$ cat config.mk
export PLATFORM = sky130hd
export DESIGN_NAME = aes_block_buffer_flat
export DESIGN_NICKNAME = d
export VERILOG_FILES = /design/src/rtl/aes_block_buffer_pkg.sv /design/src/rtl/aes_block_buffer_if.sv /design/src/rtl/aes_block_buffer_blk_fifo.sv /design/src/rtl/aes_block_buffer.sv /design/src/flat_wrapper.sv
export SDC_FILE = /design/constraint.sdc
export NUM_CORES = 1
export LEC_CHECK = 0
export CAP_MARGIN = 0
export CORE_ASPECT_RATIO = 1.75
export CORE_MARGIN = 2
export CORE_UTILIZATION = 45
export DETAILED_ROUTE_END_ITERATION = 10
export PLACE_DENSITY = 0.66
export SLEW_MARGIN = 30
export SYNTH_ARGS = -nofsm -noshare
export SYNTH_HDL_FRONTEND = slang
export SYNTH_SLANG_ARGS = --single-unit
export TNS_END_PERCENT = 50
$ cat constraint.sdc
create_clock -name sclk -period 6.2 [get_ports sclk]
set_input_delay 0.93 -clock sclk [delete_from_list [all_inputs] [get_ports sclk]]
set_output_delay 0.93 -clock sclk [all_outputs]
set_load 0.01 [all_outputs]
$ cat src/rtl/aes_block_buffer_pkg.sv
// rtl/aes_block_buffer_pkg.sv - shared types and widths for the AES block buffer
// Optional drop counter width is used only when AES_BUF_DROP_CNT_EN is defined.
package aes_buf_pkg;

    localparam int BLK_W  = 128;
    localparam int DROP_W = 16;

    typedef enum logic [1:0] {
        IDLE   = 2'd0,
        LAUNCH = 2'd1,
        WAIT   = 2'd2
    } state_t;

endpackage

$ cat src/rtl/aes_block_buffer_if.sv
// rtl/aes_block_buffer_if.sv - sample-in / AES-core-out bus of the block buffer
// drop_cnt exists only when AES_BUF_DROP_CNT_EN is defined.
interface aes_block_buffer_if
    import aes_buf_pkg::*;
#(
    parameter int ADDR_W = 2
);
    logic [BLK_W-1:0]  data128;
    logic              data128_en;
    logic [BLK_W-1:0]  aes_din;
    logic              aes_start;
    logic              aes_busy;
    logic              aes_done;
    logic [ADDR_W:0]   fifo_level;
    logic              overflow;
    logic              timeout_err;
    logic              clr_err;
`ifdef AES_BUF_DROP_CNT_EN
    logic [DROP_W-1:0] drop_cnt;
`endif

    modport master (
        output data128, data128_en, aes_busy, aes_done, clr_err,
`ifdef AES_BUF_DROP_CNT_EN
        input  drop_cnt,
`endif
        input  aes_din, aes_start, fifo_level, overflow, timeout_err
    );

    modport slave (
        input  data128, data128_en, aes_busy, aes_done, clr_err,
`ifdef AES_BUF_DROP_CNT_EN
        output drop_cnt,
`endif
        output aes_din, aes_start, fifo_level, overflow, timeout_err
    );

endinterface

$ cat src/rtl/aes_block_buffer_blk_fifo.sv
// rtl/aes_block_buffer_blk_fifo.sv - synchronous block FIFO with extra-MSB pointers
module blk_fifo
    import aes_buf_pkg::*;
#(
    parameter int DEPTH  = 4,
    parameter int ADDR_W = 2
) (
    input  logic             clk,
    input  logic             rst_n,
    input  logic             push,
    input  logic             pop,
    input  logic [BLK_W-1:0] din,
    output logic [BLK_W-1:0] dout,
    output logic             full,
    output logic             empty,
    output logic [ADDR_W:0]  level
);

    logic [BLK_W-1:0] mem [DEPTH];
    logic [ADDR_W:0]  wr_ptr;
    logic [ADDR_W:0]  rd_ptr;

    always_ff @(posedge clk or negedge rst_n) begin
        if (!rst_n) begin
            wr_ptr <= '0;
            rd_ptr <= '0;
        end else begin
            if (push) wr_ptr <= wr_ptr + (ADDR_W+1)'(1);
            if (pop)  rd_ptr <= rd_ptr + (ADDR_W+1)'(1);
        end
    end

    always_ff @(posedge clk) begin
        if (push) mem[wr_ptr[ADDR_W-1:0]] <= din;
    end

    // Full when the pointers address the same slot but sit on different laps.
    assign full  = (wr_ptr ^ rd_ptr) == {1'b1, {ADDR_W{1'b0}}};
    assign empty = (wr_ptr == rd_ptr);
    assign level = wr_ptr - rd_ptr;
    assign dout  = mem[rd_ptr[ADDR_W-1:0]];

endmodule

$ cat src/rtl/aes_block_buffer.sv
// rtl/aes_block_buffer.sv - queues ADC blocks and feeds them to the AES core with a watchdog
// Optional saturating drop counter enabled by AES_BUF_DROP_CNT_EN.
module aes_block_buffer
    import aes_buf_pkg::*;
#(
    parameter int DEPTH   = 4,
    parameter int ADDR_W  = 2,
    parameter int TIMEOUT = 1024,
    parameter int TO_W    = 11
) (
    input  logic            sclk,
    input  logic            rst_n,
    aes_block_buffer_if.slave bus
);

    state_t           state;
    state_t           state_nx;
    logic             launch;
    logic             expire;
    logic             push;
    logic             drop;
    logic             full;
    logic             empty;
    logic [BLK_W-1:0] fifo_dout;
    logic [BLK_W-1:0] din_q;
    logic [TO_W-1:0]  wd_cnt;
    logic [TO_W-1:0]  wd_next;

    // Drop decision uses the pre-edge full flag even if a launch pops this cycle.
    assign push = bus.data128_en && !full;
    assign drop = bus.data128_en && full;

    blk_fifo #(.DEPTH(DEPTH), .ADDR_W(ADDR_W)) u_fifo (
        .clk   (sclk),
        .rst_n (rst_n),
        .push  (push),
        .pop   (launch),
        .din   (bus.data128),
        .dout  (fifo_dout),
        .full  (full),
        .empty (empty),
        .level (bus.fifo_level)
    );

    assign wd_next = wd_cnt + TO_W'(1);
    assign expire  = (state == WAIT) && (wd_next == TO_W'(TIMEOUT - 1));

    always_ff @(posedge sclk or negedge rst_n) begin
        if (!rst_n) state <= IDLE;
        else        state <= state_nx;
    end

    always_comb begin
        state_nx = state;
        case (state)
            IDLE:    if (!empty && !bus.aes_busy) state_nx = LAUNCH;
            LAUNCH:  state_nx = WAIT;
            WAIT:    if (bus.aes_done || expire) state_nx = IDLE;
            default: state_nx = IDLE;
        endcase
    end

    always_comb begin
        launch = 1'b0;
        case (state)
            LAUNCH:  launch = 1'b1;
            default: launch = 1'b0;
        endcase
    end

    // The head is shown directly during launch so aes_din is valid with aes_start.
    assign bus.aes_start = launch;
    assign bus.aes_din   = launch ? fifo_dout : din_q;

    always_ff @(posedge sclk or negedge rst_n) begin
        if (!rst_n) begin
            din_q  <= '0;
            wd_cnt <= '0;
        end else if (launch) begin
            din_q  <= fifo_dout;
            wd_cnt <= '0;
        end else if (state == WAIT) begin
            wd_cnt <= wd_next;
        end
    end

    always_ff @(posedge sclk or negedge rst_n) begin
        if (!rst_n) begin
            bus.overflow    <= 1'b0;
            bus.timeout_err <= 1'b0;
        end else if (bus.clr_err) begin
            bus.overflow    <= 1'b0;
            bus.timeout_err <= 1'b0;
        end else begin
            if (drop)                      bus.overflow    <= 1'b1;
            if (expire && !bus.aes_done)   bus.timeout_err <= 1'b1;
        end
    end

`ifdef AES_BUF_DROP_CNT_EN
    always_ff @(posedge sclk or negedge rst_n) begin
        if (!rst_n)                             bus.drop_cnt <= '0;
        else if (bus.clr_err)                   bus.drop_cnt <= '0;
        else if (drop && (bus.drop_cnt != '1))  bus.drop_cnt <= bus.drop_cnt + DROP_W'(1);
    end
`endif

endmodule

$ cat src/flat_wrapper.sv
// flat-port wrapper written by rule: the top's interface ports become plain ports
module aes_block_buffer_flat import aes_buf_pkg::*;
#(
    parameter int DEPTH   = 4,
    parameter int ADDR_W  = 2,
    parameter int TIMEOUT = 1024,
    parameter int TO_W    = 11
)
  (sclk, rst_n, bus_data128, bus_data128_en, bus_aes_busy, bus_aes_done, bus_clr_err, bus_aes_din, bus_aes_start, bus_fifo_level, bus_overflow, bus_timeout_err);
  aes_block_buffer_if #(.ADDR_W(ADDR_W)) bus_i ();
  input  logic sclk;
  input  logic rst_n;
  input wire logic [$bits(bus_i.data128)-1:0] bus_data128;
  input wire logic [$bits(bus_i.data128_en)-1:0] bus_data128_en;
  input wire logic [$bits(bus_i.aes_busy)-1:0] bus_aes_busy;
  input wire logic [$bits(bus_i.aes_done)-1:0] bus_aes_done;
  input wire logic [$bits(bus_i.clr_err)-1:0] bus_clr_err;
  output wire logic [$bits(bus_i.aes_din)-1:0] bus_aes_din;
  output wire logic [$bits(bus_i.aes_start)-1:0] bus_aes_start;
  output wire logic [$bits(bus_i.fifo_level)-1:0] bus_fifo_level;
  output wire logic [$bits(bus_i.overflow)-1:0] bus_overflow;
  output wire logic [$bits(bus_i.timeout_err)-1:0] bus_timeout_err;
  assign bus_i.data128 = bus_data128;
  assign bus_i.data128_en = bus_data128_en;
  assign bus_i.aes_busy = bus_aes_busy;
  assign bus_i.aes_done = bus_aes_done;
  assign bus_i.clr_err = bus_clr_err;
  assign bus_aes_din = bus_i.aes_din;
  assign bus_aes_start = bus_i.aes_start;
  assign bus_fifo_level = bus_i.fifo_level;
  assign bus_overflow = bus_i.overflow;
  assign bus_timeout_err = bus_i.timeout_err;
  aes_block_buffer #(.DEPTH(DEPTH), .ADDR_W(ADDR_W), .TIMEOUT(TIMEOUT), .TO_W(TO_W)) u_core (.sclk(sclk), .rst_n(rst_n), .bus(bus_i));
endmodule
### Word-level counts from Yosys, hierarchy flattened

Memories as Yosys holds them, arrays and structs flattened.
Cells that the tools add are included.

| word-level totals | value |
|---|---|
| flip-flop bits (word level) | 149 |
| RAM bits | 512 |
| input bits | 134 |
| output and inout bits | 134 |
| logic and storage cells | 48 |
| memories | 1 |

Memories:

| name | words | width | read ports | clocked after memory_dff | wr ports | RTL line | source |
|---|---|---|---|---|---|---|---|
| u_core.u_fifo.mem | 4 | 128 | 1 | 0 | 1 | aes_block_buffer_blk_fifo.sv:19 | `logic [BLK_W-1:0] mem [DEPTH];` |

| cells by class | value |
|---|---|
| add/sub/neg operators | 4 |
| equal/unequal tests | 7 |
| mux-type cells | 13 |
| bitwise gates (word level) | 1 |
| reductions and logical operators | 15 |

Operators with widths:

| cell | count |
|---|---|
| 2-to-1 mux 128 bit | 1 |
| 2-to-1 mux 11 bit | 2 |
| adder 11 x 1 -> 11 bit (second input constant) | 1 |
| equality test 11 x 10 -> 1 bit (second input constant) | 1 |
| 2-to-1 mux 1 bit | 7 |
| adder 3 x 1 -> 3 bit (second input constant) | 2 |
| one-hot mux 2 bit (3 select lines) | 1 |
| nonzero test 2 bit | 3 |
| logical AND 1 bit | 5 |
| zero test 1 bit | 4 |
| 2-to-1 mux 2 bit | 2 |
| inequality test 2 x 1 -> 1 bit (second input constant) | 2 |
| equality test 3 bit | 1 |
| equality test 3 bit (second input constant) | 1 |
| subtractor 3 bit | 1 |
| XOR 3 bit | 1 |
| equality test 2 x 1 -> 1 bit (second input constant) | 1 |
| equality test 2 bit (second input constant) | 1 |
| zero test 2 bit | 1 |
| AND reduction 2 bit | 1 |
| logical OR 1 bit | 1 |

### Depth between registers and ports, before layout

| logic depth | value |
|---|---|
| depth after elaboration | 6 |
| mapped depth | 9 |
| depth with buffers taken out | 7 |

### By module

A second synthesis with hierarchy kept.

| unflattened totals | value |
|---|---|
| cells, all modules | 1098 |
| area total of the unflattened synthesis | 24648.6 µm² |

By module, submodules not included:

| module | times used | cells an instance | area each (µm²) | sequential area each (µm²) |
|---|---|---|---|---|
| blk_fifo | 1 | 705 | 18868.1 | 15524.9 |
| aes_block_buffer | 1 | 393 | 5780.5 | 3578.4 |

### Worst setup path before layout

OpenSTA, ideal clock, no wires.

| path | value |
|---|---|
| kind | register to register |
| start | reg u_core.u_fifo.rd_ptr[1] |
| end | mem u_core.u_fifo.mem[3][0] (enable) |
| setup time | 0.504 ns |
| arrival | 4.913 ns |
| required time | 5.696 ns |
| setup slack | 0.783 ns |
| cell stages (with the launch flop) | 9 |
| path buffers | 2 |
| clock period less this slack | 5.417 ns |
| path through | dfrtp_1 -> clkbuf_1 -> clkbuf_1 -> inv_1 -> ha_1 -> nand2_1 -> nor2_1 -> nor2b_1 -> and2_1 |

| on the way | value |
|---|---|
| word-level cells in the longest chain between the ends | 6 |

RTL lines:

| element | RTL line | source |
|---|---|---|
| start, declared | aes_block_buffer_blk_fifo.sv:21 | `logic [ADDR_W:0] rd_ptr;` |
| start signal, assigned | aes_block_buffer_blk_fifo.sv:29 | `if (pop) rd_ptr <= rd_ptr + (ADDR_W+1)'(1);` |
| XOR 3 bit | aes_block_buffer_blk_fifo.sv:38 | `assign full = (wr_ptr ^ rd_ptr) == {1'b1, {ADDR_W{1'b0}}};` |
| equality test 3 bit | aes_block_buffer_blk_fifo.sv:38 |  |
| zero test 1 bit | aes_block_buffer.sv:30 | `assign push = bus.data128_en && !full;` |
| logical AND 1 bit | aes_block_buffer.sv:30 |  |
| 2-to-1 mux 1 bit | aes_block_buffer_blk_fifo.sv:34 | `if (push) mem[wr_ptr[ADDR_W-1:0]] <= din;` |
| 2-to-1 mux 1 bit (not written as such) | aes_block_buffer_blk_fifo.sv:34 |  |
| end, declared | aes_block_buffer_blk_fifo.sv:19 |  |

No other way between the ends.

### Final worst setup path

| path | value |
|---|---|
| start | reg u_core.u_fifo.rd_ptr[0] |
| end | out bus_aes_din[93] |

| on the way | value |
|---|---|
| word-level cells in the longest chain between the ends | 2 |

RTL lines:

| element | RTL line | source |
|---|---|---|
| memory (4 x 128 bit) | - |  |
| 2-to-1 mux 128 bit | aes_block_buffer.sv:73 | `assign bus.aes_din = launch ? fifo_dout : din_q;` |
| end, declared | flat_wrapper.sv:18 | `output wire logic [$bits(bus_i.aes_din)-1:0] bus_aes_din;` |

No other way between the ends.

==> results.yml <==
synth:
  ys_ff_latch: 661
  syn_area_mm2: 0.0245
  synthFlopType: "edfxtp_1"
  ys_warn_count: 0
  synth_cells: 1094
  async_flop_share: 0.225
  synth-edff-count: 512
  synth-seq-area-share: 0.779
  synth_cell_types: 42
  postSynthAreaPerCell_um2: 22.4
  synth_fp_nets: 1241
grt:
  antenna_found_initial: 5
  grt.total_usage: 0.178
  grt_max_degree: 84
  grt_pass1_wl_mm: 76.2
  grt_overflow: 0
  grt_pass1_vias: 12600
place:
  placed_cell_area_mm2: 0.0281
  hpwlAfterDp_mm: 30.3
  place_congestion: 0.723
  io_buffers: 267
  dp_cells: 2023
drt:
  drt_first_pass_iters: 7
  vias: 11400
  routedWlPerCell_um: 23.3
  postRouteAntennaNets: 0
  detail_route.vias_per_cell: 5.33
  drt_iter0_markers: 504
  drc: 0
  wirelength_mm: 49.8
clocking:
  cts-hold-fix-buffers: 0
  clock_path_buffers: 3
  cts_tree: "yes"
  h-tree-depth: 2
  cts-resized-gates: 0
  cts-root-buf: "clkbuf_16"
  clock_latency_ps: 610
  clk_pin_slew_ps: 60
  post_cts.repair.setup_buffers: 0
  cts_sinks: 661
  numCtsBuffers: 58
worst_setup_path:
  worstRegToRegCells: 6
  worst-path-buf-inv: 2
  crit_chain: "buf_4, mux4_2, mux2_2, clkdlybuf4s50_1"
  arrival_ps: 3430
  r2r_start: "u_core.u_fifo.rd_ptr[0]$_DFFE_PN0P_"
  path_class: "reg2out"
  end_kind: "output pin"
  setup.worst_path.start_class: "flip-flop"
  worst-path-max-fanout: 29
  cp_top_family: "buffers and inverters"
  path_depth: 4
  r2r_slack_ps: 2750
  worst_ep_required_time_ps: 5270
  cp_slowest_cell: "dfrtp_4"
  timing.rr.end: "u_core.u_fifo.mem[0][42]$_DFFE_PP_"
  critPathMaxStageDelay_ps: 800
floorplan:
  rows: 113
  die_w_um: 180
  die-area_mm2: 0.0564
  core_region_area_mm2: 0.0540
  ios: 268
  die_height_um: 313
  initial_core_util: 0.454
layout:
  final_cells: 2137
  fin_nets: 1542
  drive_gt1_frac: 0.269
  syn_to_final_growth_pct: 23.1
  layout_common_cells: "edfxtp_1 (512), clkdlybuf4s50_1 (266), dfrtp_1 (147)"
  layout_commonest_cell: "edfxtp_1"
  stdcell_area_mm2: 0.0302
hold_path:
  hp-class: "in2async"
flow_run:
  cap_violations: 0
sta:
  tns_ps: 0
  fmax_mhz: 229
  fin_crit_sh: 0.704
  worstMarginPinSlew_ps: 971
  skew_ps: 25.9
  rsz0062_at_grt: "false"
  min_period_ps: 4360
  fin_hold_ws_ps: 214
  finalHoldViolCount: 0
  setup_viol: 0
  drv_slew: 0
  max_slew_margin: 0.353
pwr:
  power.density_mw_per_mm2: 523
  power.total_mw: 15.8
  ir_worst_vdd_uv: 442
  power.leakage_nw: 10.3
run_status:
  outcome: "finished clean"
[area by class of cell]
| type | count | area, um^2 |
|---|---|---|
| flip-flops and latches | 661 | 19100 |
| multi-input cells | 368 | 5160 |
| repair buffers | 288 | 2940 |
| diodes | 3 | 7.51 |
| inverters | 18 | 67.6 |
| clock buffers | 76 | 1620 |
| well taps | 690 | 863 |
| clock inverters | 33 | 398 |
| fillers | 4119 | 23800 |
[sequential cells by signal, summed over array words and instances, names as in the netlist]
name	flops
u_core.din_q	128
u_core.wd_cnt	11
u_core.u_fifo.wr_ptr	3
u_core.u_fifo.mem	512
u_core.state	2
u_core.bus.timeout_err	1
u_core.bus.overflow	1
u_core.u_fifo.rd_ptr	3
[worst register-to-register path: cells and delay by family, from the launching register on]
family / cells / cell delay (ps)
adders and majority gates: 1 / 410
DFF: 1 / 800
buffers and inverters: 1 / 560
and+or+nand+nor: 4 / 1330
[routing by layer]
metal	vias to the layer above	track usage	wire, um
met5	-	0	41
met4	6	0.0581	1270
met3	73	0.0337	2410
met2	287	0.333	27600
met1	5995	0.205	18500
li1	5039	-	-
[logic make-up after synthesis]
kind of cell    count (synthesis)  synth area share
fa+ha+maj                      13           0.00694
buf+inv                        65            0.0108
xor+xnor                        6           0.00214
simple gates                   55            0.0130
compound gates                 31           0.00812
flops                         661             0.779
mux                           263             0.179
[where the power goes]
part / total, mW / internal [mW] / switching (mW)
clock: 3.77 / 2.18 / 1.58
combinational: 5.51 / 2.91 / 2.60
sequential: 6.51 / 6.13 / 0.378
total: 15.8 / 11.2 / 4.56
[Yosys cell counts, types with 2 or more instances]
| library cell | number | share of area |
|---|---|---|
| a21oi_1 | 7 | 0.0014 |
| a31oi_1 | 3 | 0.00077 |
| and2_1 | 6 | 0.0015 |
| and3_1 | 2 | 0.00051 |
| buf_1 | 12 | 0.0018 |
| buf_2 | 14 | 0.0029 |
| clkbuf_1 | 20 | 0.0031 |
| dfrtp_1 | 149 | 0.15 |
| edfxtp_1 | 512 | 0.63 |
| ha_1 | 12 | 0.0061 |
| inv_1 | 18 | 0.0028 |
| mux2_2 | 132 | 0.061 |
| mux2i_1 | 3 | 0.0012 |
| mux4_2 | 128 | 0.12 |
| nand2_1 | 12 | 0.0018 |
| nand3_1 | 6 | 0.0012 |
| nor2_1 | 7 | 0.0011 |
| nor2b_1 | 6 | 0.0015 |
| nor3_1 | 3 | 0.00061 |
| nor3b_1 | 2 | 0.00061 |
| o21ai_0 | 4 | 0.00082 |
| o22ai_1 | 10 | 0.0026 |
| or4_1 | 3 | 0.00092 |
| xnor2_1 | 4 | 0.0014 |
| xor2_1 | 2 | 0.00071 |
[through the flow]
stage          utilization  setup WS (ps)
2_1_floorplan            -            783
3_3_place_gp         0.520           2320
3_5_place_dp         0.520           2330
4_1_cts              0.558           1680
5_1_grt              0.559           1570
6_report             0.559           1840
[worst max path at each step]
stage | startpoint | end
3_5_place_dp | u_core.u_fifo.rd_ptr[0]$_DFFE_PN0P_ | bus_aes_din[96]
2_1_floorplan | u_core.u_fifo.rd_ptr[1]$_DFFE_PN0P_ | u_core.u_fifo.mem[3][0]$_DFFE_PP_
5_1_grt | u_core.u_fifo.rd_ptr[0]$_DFFE_PN0P_ | bus_aes_din[71]
4_1_cts | u_core.u_fifo.rd_ptr[0]$_DFFE_PN0P_ | bus_aes_din[96]
3_3_place_gp | u_core.u_fifo.rd_ptr[0]$_DFFE_PN0P_ | bus_aes_din[93]
6_report | u_core.u_fifo.rd_ptr[0]$_DFFE_PN0P_ | bus_aes_din[93]
(Power assumes the default switching activity.)
